**src/rtl/adc_frame_builder_if.sv**
```systemverilog
// Output word stream from the ADC frame builder to the USB FIFO writer.
// A word moves on a cycle where out_valid and out_ready are both high.
interface adc_frame_builder_if;
  logic [15:0] out_data;
  logic        out_valid;
  logic        out_ready;

  modport master (output out_data, output out_valid, input out_ready);
  modport slave  (input out_data, input out_valid, output out_ready);
endinterface

```
**src/rtl/adc_frame_builder.sv**
```systemverilog
// Gathers one 16-bit sample per ADC channel on each start and emits a frame
// (header, samples, status) with sticky per-channel error and timeout/overrun flags.
module adc_frame_builder #(
  parameter int unsigned NUM_CH         = 4,
  parameter int unsigned TIMEOUT_CYCLES = 1024,
  parameter logic [7:0]  HDR_TAG        = 8'hA5
) (
  input  logic                 clk,
  input  logic                 reset,
  input  logic                 start,
  input  logic [NUM_CH-1:0]    ch_valid,
  input  logic [16*NUM_CH-1:0] ch_data,
  input  logic [NUM_CH-1:0]    ch_error,
  adc_frame_builder_if.master  out_if,
  output logic                 busy,
  output logic [15:0]          frame_cnt,
  output logic [NUM_CH-1:0]    err_sticky,
  output logic                 err_any,
  output logic                 timeout_flag,
  output logic                 overrun_flag,
  input  logic                 err_clear
);

  localparam int IDXW = (NUM_CH > 1) ? $clog2(NUM_CH) : 1;
  localparam int TCW  = $clog2(TIMEOUT_CYCLES);

  typedef enum logic [2:0] {
    ST_IDLE,
    ST_COLLECT,
    ST_HEADER,
    ST_DATA,
    ST_STATUS
  } state_t;

  state_t              r_state;
  logic [15:0]         r_buf [NUM_CH];
  logic [NUM_CH-1:0]   r_rcv;
  logic [NUM_CH-1:0]   r_ferr;
  logic [TCW-1:0]      r_tcnt;
  logic [IDXW-1:0]     r_idx;
  logic [15:0]         r_frame_cnt;
  logic [NUM_CH-1:0]   r_err_sticky;
  logic                r_timeout;
  logic                r_overrun;
  logic                r_busy;
  logic                r_out_valid;
  logic [15:0]         r_out_data;

  logic [NUM_CH-1:0]   w_cap;
  logic [NUM_CH-1:0]   w_rcv_next;
  logic                w_full;
  logic                w_tc_hit;
  logic                w_to_set;
  logic                w_xfer;
  logic                w_last;
  logic [IDXW-1:0]     w_sel;
  logic [15:0]         w_word;
  logic [7:0]          w_ferr8;
  logic [7:0]          w_miss8;

  // Full mask on the timeout cycle counts as complete, so w_to_set needs !w_full.
  always_comb begin
    w_cap      = (r_state == ST_COLLECT) ? (ch_valid & ~r_rcv) : '0;
    w_rcv_next = r_rcv | w_cap;
    w_full     = &w_rcv_next;
    w_tc_hit   = (r_tcnt == TCW'(TIMEOUT_CYCLES - 1));
    w_to_set   = (r_state == ST_COLLECT) && !w_full && w_tc_hit;
    w_xfer     = r_out_valid && out_if.out_ready;
    w_last     = (r_idx == IDXW'(NUM_CH - 1));
    w_sel      = (r_state == ST_HEADER) ? '0 : r_idx + 1'b1;
    w_word     = r_rcv[w_sel] ? r_buf[w_sel] : 16'hFFFF;
    w_ferr8    = '0;
    w_miss8    = '0;
    w_ferr8[NUM_CH-1:0] = r_ferr;
    w_miss8[NUM_CH-1:0] = ~r_rcv;
  end

  always_ff @(posedge clk) begin
    if (!reset) begin
      r_state      <= ST_IDLE;
      r_rcv        <= '0;
      r_ferr       <= '0;
      r_tcnt       <= '0;
      r_idx        <= '0;
      r_frame_cnt  <= '0;
      r_err_sticky <= '0;
      r_timeout    <= 1'b0;
      r_overrun    <= 1'b0;
      r_busy       <= 1'b0;
      r_out_valid  <= 1'b0;
      r_out_data   <= '0;
      for (int unsigned i = 0; i < NUM_CH; i++) r_buf[i] <= '0;
    end else begin
      r_err_sticky <= (err_clear ? '0 : r_err_sticky) | (w_cap & ch_error);
      r_timeout    <= (err_clear ? 1'b0 : r_timeout) | w_to_set;
      r_overrun    <= (err_clear ? 1'b0 : r_overrun) | (start && r_busy);

      case (r_state)
        ST_IDLE: begin
          if (start) begin
            r_state <= ST_COLLECT;
            r_busy  <= 1'b1;
            r_rcv   <= '0;
            r_ferr  <= '0;
            r_tcnt  <= '0;
          end
        end
        ST_COLLECT: begin
          for (int unsigned i = 0; i < NUM_CH; i++) begin
            if (w_cap[i]) begin
              r_buf[i]  <= ch_data[16*i +: 16];
              r_ferr[i] <= ch_error[i];
            end
          end
          r_rcv  <= w_rcv_next;
          r_tcnt <= r_tcnt + 1'b1;
          if (w_full || w_tc_hit) begin
            r_state     <= ST_HEADER;
            r_out_valid <= 1'b1;
            r_out_data  <= {HDR_TAG, r_frame_cnt[7:0]};
          end
        end
        ST_HEADER: begin
          if (w_xfer) begin
            r_state    <= ST_DATA;
            r_idx      <= '0;
            r_out_data <= w_word;
          end
        end
        ST_DATA: begin
          if (w_xfer) begin
            if (w_last) begin
              r_state    <= ST_STATUS;
              r_out_data <= {w_ferr8, w_miss8};
            end else begin
              r_idx      <= r_idx + 1'b1;
              r_out_data <= w_word;
            end
          end
        end
        ST_STATUS: begin
          if (w_xfer) begin
            r_state     <= ST_IDLE;
            r_busy      <= 1'b0;
            r_out_valid <= 1'b0;
            r_out_data  <= '0;
            r_frame_cnt <= r_frame_cnt + 1'b1;
          end
        end
        default: begin
          r_state     <= ST_IDLE;
          r_busy      <= 1'b0;
          r_out_valid <= 1'b0;
        end
      endcase
    end
  end

  assign out_if.out_data  = r_out_data;
  assign out_if.out_valid = r_out_valid;
  assign busy             = r_busy;
  assign frame_cnt        = r_frame_cnt;
  assign err_sticky       = r_err_sticky;
  assign err_any          = |r_err_sticky;
  assign timeout_flag     = r_timeout;
  assign overrun_flag     = r_overrun;

endmodule

```
**src/flat_wrapper.sv**
```systemverilog
// flat-port wrapper written by rule: the top's interface ports become plain ports
module adc_frame_builder_flat 
#(
  parameter int unsigned NUM_CH         = 4,
  parameter int unsigned TIMEOUT_CYCLES = 1024,
  parameter logic [7:0]  HDR_TAG        = 8'hA5
)
  (clk, reset, start, ch_valid, ch_data, ch_error, busy, frame_cnt, err_sticky, err_any, timeout_flag, overrun_flag, err_clear, out_if_out_data, out_if_out_valid, out_if_out_ready);
  adc_frame_builder_if out_if_i ();
  input  logic clk;
  input  logic reset;
  input  logic start;
  input  logic [NUM_CH-1:0] ch_valid;
  input  logic [16*NUM_CH-1:0] ch_data;
  input  logic [NUM_CH-1:0] ch_error;
  output logic busy;
  output logic [15:0] frame_cnt;
  output logic [NUM_CH-1:0] err_sticky;
  output logic err_any;
  output logic timeout_flag;
  output logic overrun_flag;
  input  logic err_clear;
  output wire logic [$bits(out_if_i.out_data)-1:0] out_if_out_data;
  output wire logic [$bits(out_if_i.out_valid)-1:0] out_if_out_valid;
  input wire logic [$bits(out_if_i.out_ready)-1:0] out_if_out_ready;
  assign out_if_out_data = out_if_i.out_data;
  assign out_if_out_valid = out_if_i.out_valid;
  assign out_if_i.out_ready = out_if_out_ready;
  adc_frame_builder #(.NUM_CH(NUM_CH), .TIMEOUT_CYCLES(TIMEOUT_CYCLES), .HDR_TAG(HDR_TAG)) u_core (.clk(clk), .reset(reset), .start(start), .ch_valid(ch_valid), .ch_data(ch_data), .ch_error(ch_error), .out_if(out_if_i), .busy(busy), .frame_cnt(frame_cnt), .err_sticky(err_sticky), .err_any(err_any), .timeout_flag(timeout_flag), .overrun_flag(overrun_flag), .err_clear(err_clear));
endmodule
```
**config.mk**
```make
export PLATFORM = sky130hd
export DESIGN_NAME = adc_frame_builder_flat
export DESIGN_NICKNAME = d
export VERILOG_FILES = /design/src/rtl/adc_frame_builder_if.sv /design/src/rtl/adc_frame_builder.sv /design/src/flat_wrapper.sv
export SDC_FILE = /design/constraint.sdc
export NUM_CORES = 1
export LEC_CHECK = 0
export BUFFER_PORTS_ARGS = -buffer_cell sky130_fd_sc_hd__clkbuf_2
export CAP_MARGIN = 40
export CORE_ASPECT_RATIO = 0.9
export CORE_MARGIN = 8
export CORE_UTILIZATION = 55
export DETAILED_ROUTE_END_ITERATION = 7
export GPL_ROUTABILITY_DRIVEN = 0
export HOLD_SLACK_MARGIN = 0.03
export PLACE_DENSITY = 0.8
export RECOVER_POWER = 25
export SYNTH_ARGS = -nofsm -noshare
export SYNTH_HDL_FRONTEND = slang
export SYNTH_SLANG_ARGS = --single-unit
```
**constraint.sdc**
```tcl
create_clock -name clk -period 3 [get_ports clk]
set_input_delay 0.6 -clock clk [delete_from_list [all_inputs] [get_ports clk]]
set_output_delay 0.6 -clock clk [all_outputs]
set_load 0.05 [all_outputs]
```
==> flow_summary.ini, run 1 <==
[clock_network]
clk_path_buf_depth = 2
clk_latency_ps = 410
clk_transition_reported_paths_ps = 50
cts_made_buffers = 17
cts_max_level = 4
holdBufCountCts = 0
post_cts_resized = 0
clock_sinks = 127
tritoncts = done
cts_root_buf = clkbuf_16
cts_setup_buffers = 0

[synthesis]
ys.flop_type = edfxtp_1
synth-seq-cells = 127
synth_edf_count = 64
synth_warnings = 0
async_flop_share_pct = 0
syn_area_per_cell_um2 = 10.4
ys_seq_area_share_pct = 53.6
synthCells = 570
synth.distinct_cells = 60
synth_nets = 650
syn_area_um2 = 5940

[placed_design]
hpwl_um = 11400
port_buffers = 117

[sta]
finalCritPeriodShare_pct = 86.0
slew-limit-headroom_pct = 15.3
clock.fmax_mhz = 388
worstMarginPinSlew_ps = 1270
setup_viol = 0
holdWs_ps = 431
maxSlewViolCount = 0
tns_ps = 0
post-route-min-period_ps = 2580
hold_viol_final = 0
skew_ps = 10.1
grt_setup_unrepaired = no

[routing]
avgViaCountPerCell = 5.82
wl_per_cell_um = 18.8
routed_wirelength_um = 15500
initialDrtViolationCount = 454
route.detailed.drc = 0
vias = 4811
drtAntennaViolNets = 0
drt_pre_antenna_iters = 5

[floorplan]
initial_core_util_pct = 55.7
die-area_um2 = 14400
die_y_um = 115
die_w_um = 126
core-area_um2 = 10700
placementRows = 36
ios = 118

[worst_setup_path]
crit_path_cell_trace = nor3b_2, buf_4, o21ai_0, a221oi_1, o21ai_0, a22o_1
end_kind = register
cp.required_ps = 3300
worst_path_most_repeated_cell = o21ai_0
cp-start-kind = register
worstPathArrival_ps = 2880
reg2reg_slack_ps = 420
cp_max_fo = 16
cp_slowest_stage_delay_ps = 620
cp_slowest_cell = dfxtp_1
critical_path_class = reg2reg

[pwr]
p_seq_share_pct = 39.8
p_clk_share_pct = 35.9
p_comb_share_pct = 24.3
p_leak_nw = 2.81
p_sw_share_pct = 32.7
power.internal_mw = 3.85
peakVddDrop_mv = 0.544
power_density_nw_per_um2 = 799
p_switching_mw = 1.87

[grt]
grt_pass1_vias = 4686
grt_use_total_pct = 21.4
grt_pass1_wl_um = 24100
overflow = 0
grt_max_degree = 37
antenna_found_initial = 0

[finish]
layout_common_cells = and2_1 (85), clkbuf_2 (76), edfxtp_1 (64)
area_delta_synth_final_pct = 20.4
drive_above_1_share_pct = 17.7
mostFrequentLayoutCell = and2_1
fin_nets = 761
n_antenna_cell = 0

[min_path]
hold_class = in2reg

[run]
max_cap_viol_count = 0

[status]
status = finished, final reports clean
[worst max-delay path: cells and delay by family (launching register included)]
| family | cells | cell delay (ps) |
|---|---|---|
| compound gates | 4 | 1220 |
| flops | 1 | 620 |
| simple gates | 1 | 410 |
| buf+inv | 1 | 230 |
[registers in the layout, indices dropped and copies added, names as in the netlist]
signal / cells
u_core.r_state: 3
u_core.r_tcnt: 10
u_core.out_if.out_data: 16
u_core.timeout_flag: 1
u_core.r_idx: 2
u_core.busy: 1
u_core.err_sticky: 4
u_core.overrun_flag: 1
u_core.r_buf: 64
u_core.out_if.out_valid: 1
u_core.r_ferr: 4
u_core.frame_cnt: 16
u_core.r_rcv: 4
[routing by layer]
| metal | vias up | wire [µm] | track usage (%) |
|---|---|---|---|
| met1 | 2224 | 6540 | 25.8 |
| met4 | 0 | 504 | 8.83 |
| met3 | 40 | 1380 | 7.40 |
| li1 | 2295 | - | - |
| met5 | - | 0 | 0 |
| met2 | 252 | 7090 | 34.4 |
[through the flow]
step                      instance area (µm²)  utilization [%]  power (mW)  cells  setup WS (ps)
after floorplan                          5940                -        3.27    570            808
after global placement                   6630             62.1        3.64    795            649
after detailed placement                 6630             62.1        3.70    795            559
after CTS                                7220             67.7        5.74    827            483
after global routing                     7160             67.1        5.95    827            264
final                                    7160             67.1        5.72    827            420
[cell families (layout without fill, tap and decap cells)]
family | Yosys count | in the layout | share of synthesized area (%)
and+or+nand+nor | 234 | 234 | 22.3
xor gates and xnor gates | 13 | 13 | 1.92
adders and majority gates | 3 | 3 | 0.632
muxes | 21 | 21 | 3.56
buffers and inverters | 42 | 166 | 2.78
DFF | 127 | 127 | 53.6
AOI/OAI and AO/OA | 130 | 130 | 15.2
[power groups by stage]
stage	registers, mW	logic [mW]	clock network (mW)
final	2.28	1.39	2.05
after global routing	2.30	1.50	2.14
after CTS	2.28	1.40	2.06
after detailed placement	2.31	1.39	0
after global placement	2.30	1.35	0
after floorplan	2.43	0.837	0
[cell usage after synthesis (4+ instances only)]
| master | count | share of area, % |
|---|---|---|
| inv_1 | 8 | 0.51 |
| o32a_1 | 4 | 0.67 |
| buf_2 | 6 | 0.51 |
| a21o_1 | 6 | 0.76 |
| nor2_1 | 25 | 1.6 |
| a31oi_1 | 6 | 0.63 |
| o21ai_0 | 27 | 2.3 |
| nand4_1 | 5 | 0.53 |
| and2_1 | 85 | 8.9 |
| nor2b_1 | 16 | 1.7 |
| edfxtp_1 | 64 | 32 |
| nor4_1 | 4 | 0.42 |
| nand2_1 | 38 | 2.4 |
| clkbuf_1 | 26 | 1.6 |
| a21boi_0 | 12 | 1.5 |
| nor3_1 | 11 | 0.93 |
| a22o_1 | 8 | 1.2 |
| nand2b_1 | 5 | 0.53 |
| dfxtp_1 | 63 | 21 |
| o211ai_1 | 6 | 0.76 |
| a221oi_1 | 10 | 1.5 |
| xnor2_1 | 6 | 0.88 |
| a21oi_1 | 22 | 1.9 |
| nand3_1 | 13 | 1.1 |
| xor2_1 | 7 | 1.0 |
| and3_1 | 9 | 0.95 |
| or3_1 | 6 | 0.63 |
| mux2i_1 | 20 | 3.4 |
| o21a_1 | 5 | 0.63 |
[path summary, 6_finish.rpt]
check,from,end,cells past startpoint
max,u_core.r_state[1],u_core.out_if.out_data[5],6
min reg2reg,u_core.r_ferr[2],u_core.out_if.out_data[10],2
min,ch_error[1],u_core.err_sticky[1],2
max reg2reg,u_core.r_state[1],u_core.out_if.out_data[5],6
[area by class of cell]
class	count	area, µm²
clock buffer	19	433
clock inverter	13	164
fill	788	3520
inverter	8	30.0
multi-input combinational	401	2580
sequential	127	3180
tap	133	166
timing repair buffer	126	598
No activity file was read; power rests on OpenSTA's default activity.
==> run 2, diff against run 1 <==
--- a/config.mk
+++ b/config.mk
@@ -14,7 +14,7 @@
 export GPL_ROUTABILITY_DRIVEN = 0
 export HOLD_SLACK_MARGIN = 0.03
 export PLACE_DENSITY = 0.8
-export RECOVER_POWER = 25
+export SLEW_MARGIN = 10
 export SYNTH_ARGS = -nofsm -noshare
 export SYNTH_HDL_FRONTEND = slang
 export SYNTH_SLANG_ARGS = --single-unit
==> run 2 against run 1 <==
  * Critical path depth did not move
  * Global-route usage did not move
  * Core utilization rose by 0.62 points
  * Count of clock-buffer cells in the layout did not move
  * Total power rose by 0.44%
  * Worst hold slack got worse by 1.5 ps
  * Final area rose by 0.93%
  * Largest power group unchanged
  * Highest routed layer unchanged
==> flow_summary.ini, run 2 (synthesized netlist as in run 1, its figures left out) <==
[status]
status = finished, final reports clean

[sta]
skew_ps = 10.2
tns_ps = 0
grt_setup_unrepaired = no
slew-limit-headroom_pct = 38.5
worstMarginPinSlew_ps = 915
setup_ws_ps = 402
maxSlewViolCount = 0
setup_viol = 0
clock.fmax_mhz = 385
post-route-min-period_ps = 2600
holdWs_ps = 430
finalCritPeriodShare_pct = 86.6
hold_viol_final = 0

[pwr]
p_leak_nw = 2.96
p_sw_share_pct = 32.6
power.internal_mw = 3.87
p_clk_share_pct = 35.7
power_density_nw_per_um2 = 795
peakVddDrop_mv = 0.545
p_comb_share_pct = 24.6
p_switching_mw = 1.87
p_seq_share_pct = 39.7

[clock_network]
clk_path_buf_depth = 2
tritoncts = done
cts_root_buf = clkbuf_16
cts_max_level = 4
clk_transition_reported_paths_ps = 50
cts_setup_buffers = 0
holdBufCountCts = 0
post_cts_resized = 0
cts_made_buffers = 17
clock_sinks = 127
clk_latency_ps = 410

[worst_setup_path]
crit_path_cell_trace = nor3b_2, buf_4, o21ai_0, a221oi_1, o21ai_0, a22o_1
cp_slowest_cell = dfxtp_1
end_kind = register
cp_max_fo = 16
crit_buf_inv = 1
path_delay_family = compound AO/OA/AOI/OAI gates
worstPathArrival_ps = 2900
rr_worst_depth = 6
worst_path_most_repeated_cell = o21ai_0
critical_path_class = reg2reg
cp-start-kind = register
cp.depth = 6
cp_slowest_stage_delay_ps = 640
cp.required_ps = 3300

[grt]
grt_pass1_wl_um = 24100
grtUsageMet3_pct = 7.40
grt_max_degree = 37
use_met1_pct = 25.8
met2_usage_pct = 34.4
grt_use_total_pct = 21.4
top_usage_layer = met2
grt_pass1_vias = 4686
overflow = 0
antenna_found_initial = 0

[placed_design]
hpwl_um = 11400
placed_area_um2 = 6630
port_buffers = 117
pre_cts_ws_ps = 559

[floorplan]
die_y_um = 115
ios = 118
initial_core_util_pct = 55.7
die-area_um2 = 14400
core-area_um2 = 10700
die_w_um = 126
placementRows = 36

[finish]
area_delta_synth_final_pct = 21.6
largest_reg_flops = 64
n_antenna_cell = 0
drive_above_1_share_pct = 24.1
fin_nets = 761
layout_common_cells = clkbuf_2 (117), and2_1 (85), edfxtp_1 (64)
mostFrequentLayoutCell = clkbuf_2
largest-register = u_core.r_buf
design_area_um2 = 7220

[routing]
route.detailed.drc = 0
initialDrtViolationCount = 472
routed_wirelength_um = 15500
drt_pre_antenna_iters = 6
drtAntennaViolNets = 0
wl_per_cell_um = 18.8
avgViaCountPerCell = 5.82
vias = 4812

[run]
max_cap_viol_count = 0

[min_path]
hold_depth = 2
hold_class = in2reg
==> run 2: changes by cell type in the layout (fill, tap and decap cells not counted), sizes merged <==
cell	before	now
clkbuf	137	136
buf	8	9
==> run 2: layer usage <==
metal | vias to the layer above | part of all wire (%)
met5 | - | 0
met3 | 35 | 8.9
li1 | 2296 | -
met2 | 262 | 46
met1 | 2219 | 42
met4 | 0 | 2.9
==> run 2: path summary, 6_finish.rpt <==
| kind | start | end | slack [ps] |
|---|---|---|---|
| worst min register to register | u_core.r_ferr[2] | u_core.out_if.out_data[10] | 460 |
| worst max register to register | u_core.r_state[1] | u_core.out_if.out_data[5] | 400 |
| worst max-delay path | u_core.r_state[1] | u_core.out_if.out_data[5] | 400 |
| worst min-delay path | ch_error[1] | u_core.err_sticky[1] | 430 |
==> run 2: power by group through the flow <==
stage | sequential (mW) | clock, mW | combinational [mW]
after floorplan | 2.43 | 0 | 0.837
after global placement | 2.30 | 0 | 1.35
after detailed placement | 2.31 | 0 | 1.39
after CTS | 2.28 | 2.06 | 1.40
after global routing | 2.31 | 2.14 | 1.52
final | 2.28 | 2.05 | 1.41
==> run 2: per-stage QoR <==
step,std cells,util [%],power (mW)
final,827,67.7,5.74
after global routing,827,67.7,5.97
after CTS,827,67.7,5.74
after detailed placement,795,62.1,3.70
after global placement,795,62.1,3.64
after floorplan,570,-,3.27
==> run 2: final cells by class <==
type / count / area (µm²)
repair buffers: 126 / 653
fillers: 766 / 3450
inverters: 8 / 30.0
well taps: 133 / 166
multi-input cells: 401 / 2590
clock buffers: 19 / 433
clock inverters: 13 / 164
flip-flops and latches: 127 / 3180
==> run 3, diff against run 2 <==
--- a/config.mk
+++ b/config.mk
@@ -5,15 +5,16 @@
 export SDC_FILE = /design/constraint.sdc
 export NUM_CORES = 1
 export LEC_CHECK = 0
+export ABC_AREA = 1
 export BUFFER_PORTS_ARGS = -buffer_cell sky130_fd_sc_hd__clkbuf_2
 export CAP_MARGIN = 40
 export CORE_ASPECT_RATIO = 0.9
 export CORE_MARGIN = 8
-export CORE_UTILIZATION = 55
+export CORE_UTILIZATION = 56
 export DETAILED_ROUTE_END_ITERATION = 7
 export GPL_ROUTABILITY_DRIVEN = 0
 export HOLD_SLACK_MARGIN = 0.03
-export PLACE_DENSITY = 0.8
+export PLACE_DENSITY = 0.81
 export SLEW_MARGIN = 10
 export SYNTH_ARGS = -nofsm -noshare
 export SYNTH_HDL_FRONTEND = slang
==> run 3 against run 2 <==
  * Synthesized cell count increased by 40%
  * Largest cell class unchanged
  * Core utilization increased by 0.80 points
  * Clock skew decreased by 1.3 ps
  * Count of clock-buffer cells in the layout decreased by 1
  * Worst setup slack improved by 410 ps
  * Via count increased by 15%
  * Die area increased by 1.8%
  * Worst hold slack improved by 14 ps
  * Highest routed layer unchanged
  * Routed wire length increased by 1.5%
  * Fmax increased by 19%
  * Non-clock buffer count decreased by 1
==> flow_summary.ini, run 3 <==
[synthesis]
yosys-top-cells-count = nand2_1 (178), inv_1 (137), nor2_1 (115), edfxtp_1 (64), dfxtp_1 (63)
syn_area_um2 = 6170
synth-seq-cells = 127
synthCells = 799
synth_nets = 879
ys.flop_type = edfxtp_1
ys_seq_area_share_pct = 51.6
synth.area.top_cells = edfxtp_1 (31%), dfxtp_1 (20%), nand2_1 (11%), inv_1 (8.3%), nor2_1 (7.0%)
synth.most_common_cell = nand2_1
synth.distinct_cells = 38
synth_top_cell_area_share_pct = 31.1
syn_area_per_cell_um2 = 7.73
async_flop_share_pct = 0
synth_warnings = 0
yosys.area.top_type = edfxtp_1
synth_edf_count = 64

[clock_network]
clk_latency_ps = 410
cts_max_level = 4
cts_root_buf = clkbuf_16
cts_made_buffers = 17
post_cts_resized = 0
holdBufCountCts = 0
tritoncts = done
clock_sinks = 127
clk_transition_reported_paths_ps = 60
cts_setup_buffers = 0
clk_path_buf_depth = 2

[pwr]
p_switching_mw = 2.11
p_seq_share_pct = 38.4
peakVddDrop_mv = 0.522
power_density_nw_per_um2 = 796
p_comb_share_pct = 27.9
p_sw_share_pct = 35.8
p_clk_share_pct = 33.6
p_leak_nw = 3.53
power.internal_mw = 3.78

[routing]
drtAntennaViolNets = 0
routed_wirelength_um = 15700
avgViaCountPerCell = 5.20
wl_per_cell_um = 14.8
initialDrtViolationCount = 522
drt_pre_antenna_iters = 5
vias = 5521
route.detailed.drc = 0

[finish]
fin_nets = 995
largest-register = u_core.r_buf
finalNonFillerCells = 1061
largest_reg_flops = 64
area_delta_synth_final_pct = 19.9
utilization_pct = 68.5
n_antenna_cell = 0
design_area_um2 = 7400
drive_above_1_share_pct = 19.6
layout_common_cells = nand2_1 (178), inv_1 (137), clkbuf_2 (117)
mostFrequentLayoutCell = nand2_1

[grt]
antenna_found_initial = 0
grt_max_degree = 23
grt_pass1_vias = 5512
grt_use_total_pct = 22.1
grt_pass1_wl_um = 25900
overflow = 0

[floorplan]
die-area_um2 = 14600
placementRows = 36
die_y_um = 116
core-area_um2 = 10800
die_w_um = 127
ios = 118
initial_core_util_pct = 57.1

[min_path]
hold_class = in2reg

[placed_design]
hpwl_um = 11300
placed_area_um2 = 6830
dp_cells = 1029
port_buffers = 117

[worst_setup_path]
cp.required_ps = 3300
worstPathArrival_ps = 2490
critical_path_class = reg2reg
end_kind = register
cp-start-kind = register
cp_max_fo = 16

[sta]
post-route-min-period_ps = 2190
finalCritPeriodShare_pct = 73.1
slew-limit-headroom_pct = 52.9
worstMarginPinSlew_ps = 705
grt_setup_unrepaired = no
hold_viol_final = 0
setup_viol = 0
skew_ps = 8.90
maxSlewViolCount = 0
clock.fmax_mhz = 456
tns_ps = 0

[status]
status = finished, final reports clean

[run]
max_cap_viol_count = 0
[run 3: final cells by class]
| class | count | area (µm²) |
|---|---|---|
| inverters | 144 | 543 |
| flip-flops and latches | 127 | 3180 |
| repair buffers | 125 | 646 |
| well taps | 133 | 166 |
| clock buffers | 18 | 429 |
| multi-input cells | 500 | 2290 |
| clock inverters | 14 | 141 |
| fillers | 893 | 3410 |
[run 3: per-layer routing]
| metal | vias to the layer above | track usage [%] | wire length [µm] |
|---|---|---|---|
| met3 | 23 | 7.22 | 1400 |
| met5 | - | 0 | 0 |
| met4 | 0 | 7.44 | 187 |
| li1 | 2766 | - | - |
| met1 | 2501 | 27.7 | 6920 |
| met2 | 231 | 35.7 | 7240 |
[run 3: per-stage QoR]
step           setup slack [ps]  hold slack, ps  power, mW
6_report                    807             444       5.89
2_1_floorplan               637             435       3.55
4_1_cts                     858             431       5.89
3_5_place_dp                884             462       3.90
5_1_grt                     540             441       6.19
3_3_place_gp                928             449       3.88
[run 3: final timing paths]
kind / cells past startpoint / from / slack [ps] / end
setup / recovery: 11 / u_core.r_state[0] / 810 / u_core.out_if.out_data[6]
hold / removal: 3 / ch_error[3] / 440 / u_core.err_sticky[3]
setup reg to reg: 11 / u_core.r_state[0] / 810 / u_core.out_if.out_data[6]
hold reg to reg: 2 / u_core.frame_cnt[9] / 470 / u_core.frame_cnt[9]
[run 3: worst max-delay path: stages (launching register included)]
cell     delay (ps)
dfxtp_1         630
nor2_4           90
nand2_4         120
nand2_1          80
inv_1           340
nand3_1         150
nand2_2         260
nand3_1         140
nand2_1          80
o21ai_1          50
nor2_1           90
nor2_1           50
[run 3: power by group through the flow]
stage	clock, mW	combinational [mW]	sequential (mW)
floorplan	0	1.06	2.49
global placement	0	1.60	2.28
detailed placement	0	1.61	2.29
CTS	1.99	1.64	2.26
global route	2.07	1.83	2.29
finish	1.98	1.64	2.26
[run 3: logic make-up after synthesis]
family	after synthesis	synth area share, %
AND/OR/NAND/NOR	388	27.1
AO/OA/AOI/OAI	107	9.12
adder cells (fa/ha/maj)	3	0.608
XOR/XNOR	2	0.284
buffers and inverters	172	11.3
flip-flops	127	51.6
